### src/rtl/fetch_unit.sv
// Instruction fetch unit: single-outstanding memory requester feeding a small
// prefetch FIFO of {pc, instruction} pairs, with branch redirect and discard.
module fetch_unit #(
    parameter int unsigned          WORDSIZE = 64,
    parameter int unsigned          INSTSIZE = 32,
    parameter int unsigned          DEPTH    = 4,
    parameter logic [WORDSIZE-1:0]  RESETPC  = '0
) (
    input  logic                clk,
    input  logic                rst,
    input  logic                stall,
    input  logic                branch,
    input  logic [WORDSIZE-1:0] branchpc,
    output logic                imem_req,
    output logic [WORDSIZE-1:0] imem_addr,
    input  logic                imem_ready,
    input  logic [INSTSIZE-1:0] imem_data,
    output logic                valid,
    output logic [WORDSIZE-1:0] pc,
    output logic [INSTSIZE-1:0] instruction
);

    localparam int unsigned PW      = $clog2(DEPTH);
    localparam logic [PW:0] DEPTH_C = (PW+1)'(DEPTH);
    localparam logic [PW:0] ONE_C   = (PW+1)'(1);

    typedef enum logic [1:0] {IDLE, REQ, DISCARD} state_e;

    state_e              state_q;
    logic                imem_req_q;
    logic [WORDSIZE-1:0] imem_addr_q;
    logic [WORDSIZE-1:0] fpc_q, fpc_d;
    logic [PW:0]         count_q, count_d;
    logic [PW-1:0]       rd_ptr_q, rd_ptr_d, wr_ptr_q, wr_ptr_d;
    logic                push, pop;

    logic [WORDSIZE-1:0] pc_mem   [DEPTH];
    logic [INSTSIZE-1:0] inst_mem [DEPTH];

    assign valid       = (count_q != '0);
    assign pc          = valid ? pc_mem[rd_ptr_q]   : '0;
    assign instruction = valid ? inst_mem[rd_ptr_q] : '0;
    assign imem_req    = imem_req_q;
    assign imem_addr   = imem_addr_q;

    // Branch wins over both queue operations; the full guard keeps count bounded.
    assign push = (state_q == REQ) && imem_ready && !branch && (count_q != DEPTH_C);
    assign pop  = valid && !stall && !branch;

    // NOTE: every always_comb output gets a default first so no latch is inferred.
    always_comb begin
        count_d  = count_q;
        rd_ptr_d = rd_ptr_q;
        wr_ptr_d = wr_ptr_q;
        fpc_d    = fpc_q;
        if (branch) begin
            count_d  = '0;
            rd_ptr_d = '0;
            wr_ptr_d = '0;
            fpc_d    = {branchpc[WORDSIZE-1:2], 2'b00};
        end else begin
            if (push) begin
                wr_ptr_d = wr_ptr_q + PW'(1);
                fpc_d    = fpc_q + WORDSIZE'(4);
            end
            if (pop) rd_ptr_d = rd_ptr_q + PW'(1);
            if (push && !pop) count_d = count_q + ONE_C;
            if (pop && !push) count_d = count_q - ONE_C;
        end
    end

    // NOTE: sequential state uses non-blocking assignments only, so every
    // register samples pre-edge values regardless of statement order.
    always_ff @(posedge clk or posedge rst) begin
        if (rst) begin
            state_q     <= IDLE;
            imem_req_q  <= 1'b0;
            imem_addr_q <= RESETPC;
            fpc_q       <= RESETPC;
            count_q     <= '0;
            rd_ptr_q    <= '0;
            wr_ptr_q    <= '0;
        end else begin
            fpc_q    <= fpc_d;
            count_q  <= count_d;
            rd_ptr_q <= rd_ptr_d;
            wr_ptr_q <= wr_ptr_d;
            unique case (state_q)
                IDLE: begin
                    if (count_d < DEPTH_C) begin
                        state_q     <= REQ;
                        imem_req_q  <= 1'b1;
                        imem_addr_q <= fpc_d;
                    end
                end
                REQ: begin
                    if (branch && !imem_ready) begin
                        // Request still in flight: keep the old address until it drains.
                        state_q <= DISCARD;
                    end else if (branch || (imem_ready && count_d < DEPTH_C)) begin
                        imem_addr_q <= fpc_d;
                    end else if (imem_ready) begin
                        state_q    <= IDLE;
                        imem_req_q <= 1'b0;
                    end
                end
                DISCARD: begin
                    if (imem_ready) begin
                        state_q     <= REQ;
                        imem_addr_q <= fpc_d;
                    end
                end
                default: begin
                    state_q    <= IDLE;
                    imem_req_q <= 1'b0;
                end
            endcase
        end
    end

    // NOTE: queue storage is not reset; count and pointers alone decide validity.
    always_ff @(posedge clk) begin
        if (push) begin
            pc_mem[wr_ptr_q]   <= fpc_q;
            inst_mem[wr_ptr_q] <= imem_data;
        end
    end

endmodule

### config.mk
export PLATFORM = sky130hd
export DESIGN_NAME = fetch_unit
export DESIGN_NICKNAME = d
export VERILOG_FILES = /design/src/rtl/fetch_unit.sv
export SDC_FILE = /design/constraint.sdc
export NUM_CORES = 1
export LEC_CHECK = 0
export ABC_AREA = 1
export CAP_MARGIN = 20
export CORE_MARGIN = 5
export CORE_UTILIZATION = 49
export CTS_CLUSTER_DIAMETER = 100
export DETAILED_ROUTE_END_ITERATION = 8
export GPL_ROUTABILITY_DRIVEN = 0
export PLACE_DENSITY = 0.8
export SETUP_SLACK_MARGIN = 0.15
export SLEW_MARGIN = 20
export SYNTH_ARGS = -nofsm -noshare
export SYNTH_HDL_FRONTEND = slang
export SYNTH_SLANG_ARGS = --single-unit
### constraint.sdc
create_clock -name clk -period 5.3 [get_ports clk]
set_clock_uncertainty 0.05 [all_clocks]
set_input_delay 0.795 -clock clk [delete_from_list [all_inputs] [get_ports clk]]
set_output_delay 0.795 -clock clk [all_outputs]
set_load 0.1 [all_outputs]
Word level (Yosys, flattened, before mapping). Memories as Yosys holds them, arrays and structs flattened. Cells that the tools add are included.

Bits in registers: 138. Bits in writable memories: 384. Bits of input ports: 101. Output and inout bits: 162. Memories kept: 2.

Memory list: pc_mem (depth 4, width 64, read ports 1, clocked after Yosys merged registers in 0, write ports 1, line 37) `logic [WORDSIZE-1:0] pc_mem [DEPTH];`; inst_mem (depth 4, width 32, read ports 1, clocked after Yosys merged registers in 0, write ports 1, line 38) `logic [INSTSIZE-1:0] inst_mem [DEPTH];`.

$add $sub $neg: 5. Order comparisons: 1. Equal/unequal tests: 11. Multiplexer cells: 29. Bitwise operators: 1. Reductions and logical operators: 23.

Operators by type and width (count): 64-bit 2-to-1 mux (7); 64-bit one-hot mux with 3 select lines (1); 64-bit by 3-bit adder with 64-bit output (second input constant) (1); 32-bit 2-to-1 mux (1); 2-bit 2-to-1 mux (9); 2-bit inequality test (second input constant) (5); 5-bit AND reduction (2); 1-bit logical AND (9); 3-bit 2-to-1 mux (3); 1-bit 2-to-1 mux (6); 3-bit inequality test (second input constant) (2); 2-bit one-hot mux with 3 select lines (1); 3-bit nonzero test (2); 1-bit logical NOT (5); 2-bit by 1-bit adder with 2-bit output (second input constant) (2); 4-bit AND reduction (1); 2-bit nonzero test (2); 3-bit by 1-bit adder with 3-bit output (second input constant) (1); 3-bit less-than comparator (second input constant) (1); 3-bit by 2-bit inequality test with 1-bit output (second input constant) (1); 1-bit one-hot mux with 3 select lines (1); 3-bit by 1-bit subtractor with 3-bit output (second input constant) (1); 2-bit by 1-bit == test with 1-bit output (second input constant) (1); 2-bit == test (second input constant) (1); 4 further kinds (4).

Depth between registers and ports, before layout. Gate-level depths: netlist of the first run.

Depth after elaboration: 14. Depth in mapped cells: 18.

Least setup slack after synthesis of the first run. Ideal clock, no wire load.

Kind: input port to flip-flop. From: input branch. To: memory inst_mem[0][0] (enable). Library setup time: 551 ps. Data arrival time: 5311 ps. Data required time: 4699 ps. Slack: -613 ps. Stages on the path: 5. Buffers on the path: 2. Cells stage by stage: buf_6 nor2_1 nand3_2 buf_2 nor2_1.

Cells in the longest elaborated chain, start to end: 5.

RTL lines: from (decl) (line 12) `input logic branch,`; 1-bit logical NOT (line 47) `assign push = (state_q == REQ) && imem_ready && !branch && (count_q != DEPTH_C);`; 1-bit logical AND (2 in a row) (line 47); 1-bit 2-to-1 mux (line 123) `if (push) begin`; 1-bit 2-to-1 mux (implied by the code) (line 125) `inst_mem[wr_ptr_q] <= imem_data;`; to (decl) (line 38).

No other way between the ends.

Worst setup path after layout of the first run.
From: register count_q[0]. To: output instruction[12].

Cells in the longest elaborated chain, start to end: 2.

RTL lines: from (decl) (line 33) `logic [PW:0] count_q, count_d;`; from (signal assigned) (line 85) `count_q <= count_d;`; 3-bit nonzero test (line 40) `assign valid = (count_q != '0);`; 32-bit 2-to-1 mux (line 42) `assign instruction = valid ? inst_mem[rd_ptr_q] : '0;`; to (decl) (line 20) `output logic [INSTSIZE-1:0] instruction`.

No other way between the ends.

==> impl_metrics.json, run 1 <==
{
  "syn_avg_cell_area_um2": 10.3,
  "nFillCells": 3578,
  "path_clk_slew_ns": 0.07,
  "dr_total_vias": 16600,
  "clock-sinks": 522,
  "crit_family": "buffers and inverters",
  "slowest_delay_ns": 1.18,
  "area_growth_pct": 21.4,
  "setup_viol": 0,
  "multi_input_area_um2": 6400,
  "topRoutingLayerUsed": "met4",
  "max_freq_ghz": 0.217,
  "critPathRequiredTime_ns": 4.45,
  "r2r_end": "imem_addr[52]",
  "avgViaCountPerCell": 5.48,
  "routedWlPerCell_um": 19.0,
  "dr_wl_met3_mm": 5.03,
  "ff2ff_path_depth": 14,
  "cp.arrival_ns": 3.76,
  "holdWs_ns": 0.430,
  "hold_class": "flip-flop to flip-flop",
  "synth.most_common_cell": "nor2_1",
  "worst_path_max_delay_cell": "clkdlybuf4s50_1",
  "grt_max_degree": 131,
  "dieArea_um2": 49600,
  "die_h_um": 223,
  "post_cts_buffers": 0,
  "wl_met1_mm": 23.5,
  "track_usage_pct": 22.4,
  "syn_inst": 2153,
  "initial_core_util_pct": 49.2,
  "clockBufferDepth": 3,
  "dp_hpwl_mm": 36.4,
  "ys_ff_latch": 522,
  "rows": 78,
  "min_period_ns": 4.61,
  "drt_iter0_drc": 1692,
  "ys_top_cells_by_area": "edfxtp_1 (52%), dfrtp_1 (16%), nor2_1 (7.9%)",
  "crit_buf_inv": 4,
  "synth_top_area_cell": "edfxtp_1",
  "ctsHtreeMaxLevel": 2,
  "grt_pass1_wl_mm": 88.5,
  "num_io_pins": 263,
  "cp_max_fo": 30,
  "slew_headroom_pct": 31.9,
  "critPathKind": "flip-flop to primary output",
  "antenna_found_initial": 0,
  "yosys_warnings": 0,
  "syn_area_um2": 22200,
  "maxCapViolations": 0,
  "end_kind": "primary output",
  "cts_resized": 0,
  "wl_mm": 57.6,
  "drive_gt1_share_pct": 8.88,
  "port_buffers": 260,
  "place_area_um2": 25200,
  "dominantRegCellSynth": "edfxtp_1",
  "post-route-drc-count": 0,
  "peakVddDrop_mv": 0.790,
  "hold_buffers": 0,
  "finalCritPeriodShare_pct": 87.0,
  "synth_nets": 2262,
  "hold_viol": 0,
  "clock_latency_ns": 0.60,
  "final_nets": 2499,
  "startpoint": "count_q[0]",
  "cts_tree": "yes",
  "ant_nets": 0,
  "cts-buffers-inserted": 51,
  "rsz0062_at_grt": "no",
  "r2r_slack_ns": 2.14,
  "die-width_um": 223,
  "yosysTopAreaCellShare_pct": 52.0,
  "r2r_start": "count_q[0]",
  "regArea_um2": 15000,
  "crit_cells": 7,
  "synth_seq_area_share_pct": 67.6,
  "drv_slew": 0,
  "power.density_nw_per_um2": 657,
  "power_leakage_nw": 10.4,
  "cp-endpoint": "instruction[12]",
  "stdcell_area_um2": 26900,
  "final_util_pct": 59.7,
  "yosysUniqueCellTypes": 39,
  "status": "complete, no violations",
  "drt-pass1-iter-count": 6,
  "async_flop_share_pct": 26.4,
  "grt_pass1_vias": 16300,
  "root_buffer": "clkbuf_16",
  "dr_wl_met2_mm": 27.3,
  "startpoint_type": "flip-flop",
  "synth_edf_count": 384,
  "synthTopCellsByCount": "nor2_1 (468), nand2_1 (412), edfxtp_1 (384)",
  "grt_overflow_total": 0,
  "crit_chain": "inv_1 > ha_1 > nand2_2 > clkinv_2 > buf_4 > a21oi_1 > clkdlybuf4s50_1",
  "tightest_slew_ns": 1.02,
  "core_um2": 45100
}
[kinds of logic after synthesis]
| logic type | count (synthesis) | synth area share (%) |
|---|---|---|
| xor+xnor | 16 | 0.632 |
| simple gates | 1046 | 19.3 |
| flops | 522 | 67.6 |
| buf+inv | 203 | 3.66 |
| fa+ha+maj | 8 | 0.452 |
| compound gates | 358 | 8.38 |
[where the power goes]
| group | leakage, nW | switching (mW) | internal (mW) | total [mW] |
|---|---|---|---|---|
| logic | 4.45 | 7.14 | 1.68 | 8.81 |
| registers | 5.16 | 0.392 | 4.89 | 5.28 |
| clock network | 0.823 | 1.52 | 2.07 | 3.59 |
| total | 10.4 | 9.05 | 8.63 | 17.7 |
[per-layer routing]
metal / vias up / track usage (%)
met5: - / 0
met4: 0 / 7.49
met3: 125 / 4.78
met2: 733 / 36.5
met1: 8007 / 30.4
li1: 7761 / -
[placed cells by master, fill, tap and decap left out, drive strengths merged, types with 5 or more instances in the layout]
cell type	synthesis	routed
nor2	476	476
nand2	416	416
edfxtp	384	384
o21ai	224	224
clkdlybuf4s50	0	195
dfrtp	138	138
a21oi	108	108
inv	98	103
nand3	92	92
buf	32	92
clkbuf	71	63
nand4	30	30
clkinv	2	23
nor3	13	13
or2	11	11
xor2	10	10
a21o	9	9
o21a	8	8
ha	8	8
xnor2	6	6
nand3b	5	5
[final cells by class]
type	instances	share of cell area [%]
Antenna cell	1	0.00930
Multi-Input combinational cell	1428	23.8
Clock buffer	63	5.14
Inverter	100	1.44
Clock inverter	32	1.12
Sequential cell	522	55.7
Timing Repair Buffer	287	10.0
Tap cell	600	2.79
[worst register-to-register path: stages, from the launching register on]
cell and delay, ns:
dfrtp_1 0.39, inv_1 0.10, ha_1 0.23, nand2_1 0.13
nand3_2 0.42, nand2_1 0.32, nand2_1 0.12, nand3_2 0.10
nand2_1 0.09, nand3_2 0.08, nand2_1 0.10, nor2_4 0.28
buf_4 0.45, nand2_1 0.15, nand2_1 0.09
[registers in the layout, indices dropped and copies added (netlist names)]
name,cells
imem_req,1
fpc_q,64
pc_mem,256
rd_ptr_q,2
count_q,3
imem_addr,64
wr_ptr_q,2
state_q,2
inst_mem,128
[through the flow]
step | std cells | worst slack, ns | setup TNS, ns | total power, mW
final | 3033 | 0.691 | 0 | 17.7
after global routing | 3032 | 0.519 | 0 | 18.4
after CTS | 3032 | 0.663 | 0 | 17.8
after detailed placement | 2937 | 1.33 | 0 | 14.2
after global placement | 2937 | 1.38 | 0 | 14.1
after floorplan | 2153 | -0.613 | -235.28 | 12.0
[how the worst min path moves through the flow]
stage / startpoint / end / cells past startpoint
after detailed placement: imem_addr[47] / imem_addr[47] / 2
after floorplan: fpc_q[0] / pc_mem[0][0] / 0
after CTS: imem_addr[7] / imem_addr[7] / 2
final: imem_addr[7] / imem_addr[7] / 2
after global routing: imem_addr[47] / imem_addr[47] / 2
after global placement: imem_addr[54] / imem_addr[54] / 2
Note: power is estimated with default switching activity, not from simulation.
==> run 2, diff against run 1 <==
--- a/config.mk
+++ b/config.mk
@@ -13,7 +13,6 @@
 export DETAILED_ROUTE_END_ITERATION = 8
 export GPL_ROUTABILITY_DRIVEN = 0
 export PLACE_DENSITY = 0.8
-export SETUP_SLACK_MARGIN = 0.15
 export SLEW_MARGIN = 20
 export SYNTH_ARGS = -nofsm -noshare
 export SYNTH_HDL_FRONTEND = slang
==> results of run 2 <==
Final layout, timing and power as in run 1 (identical DEF).
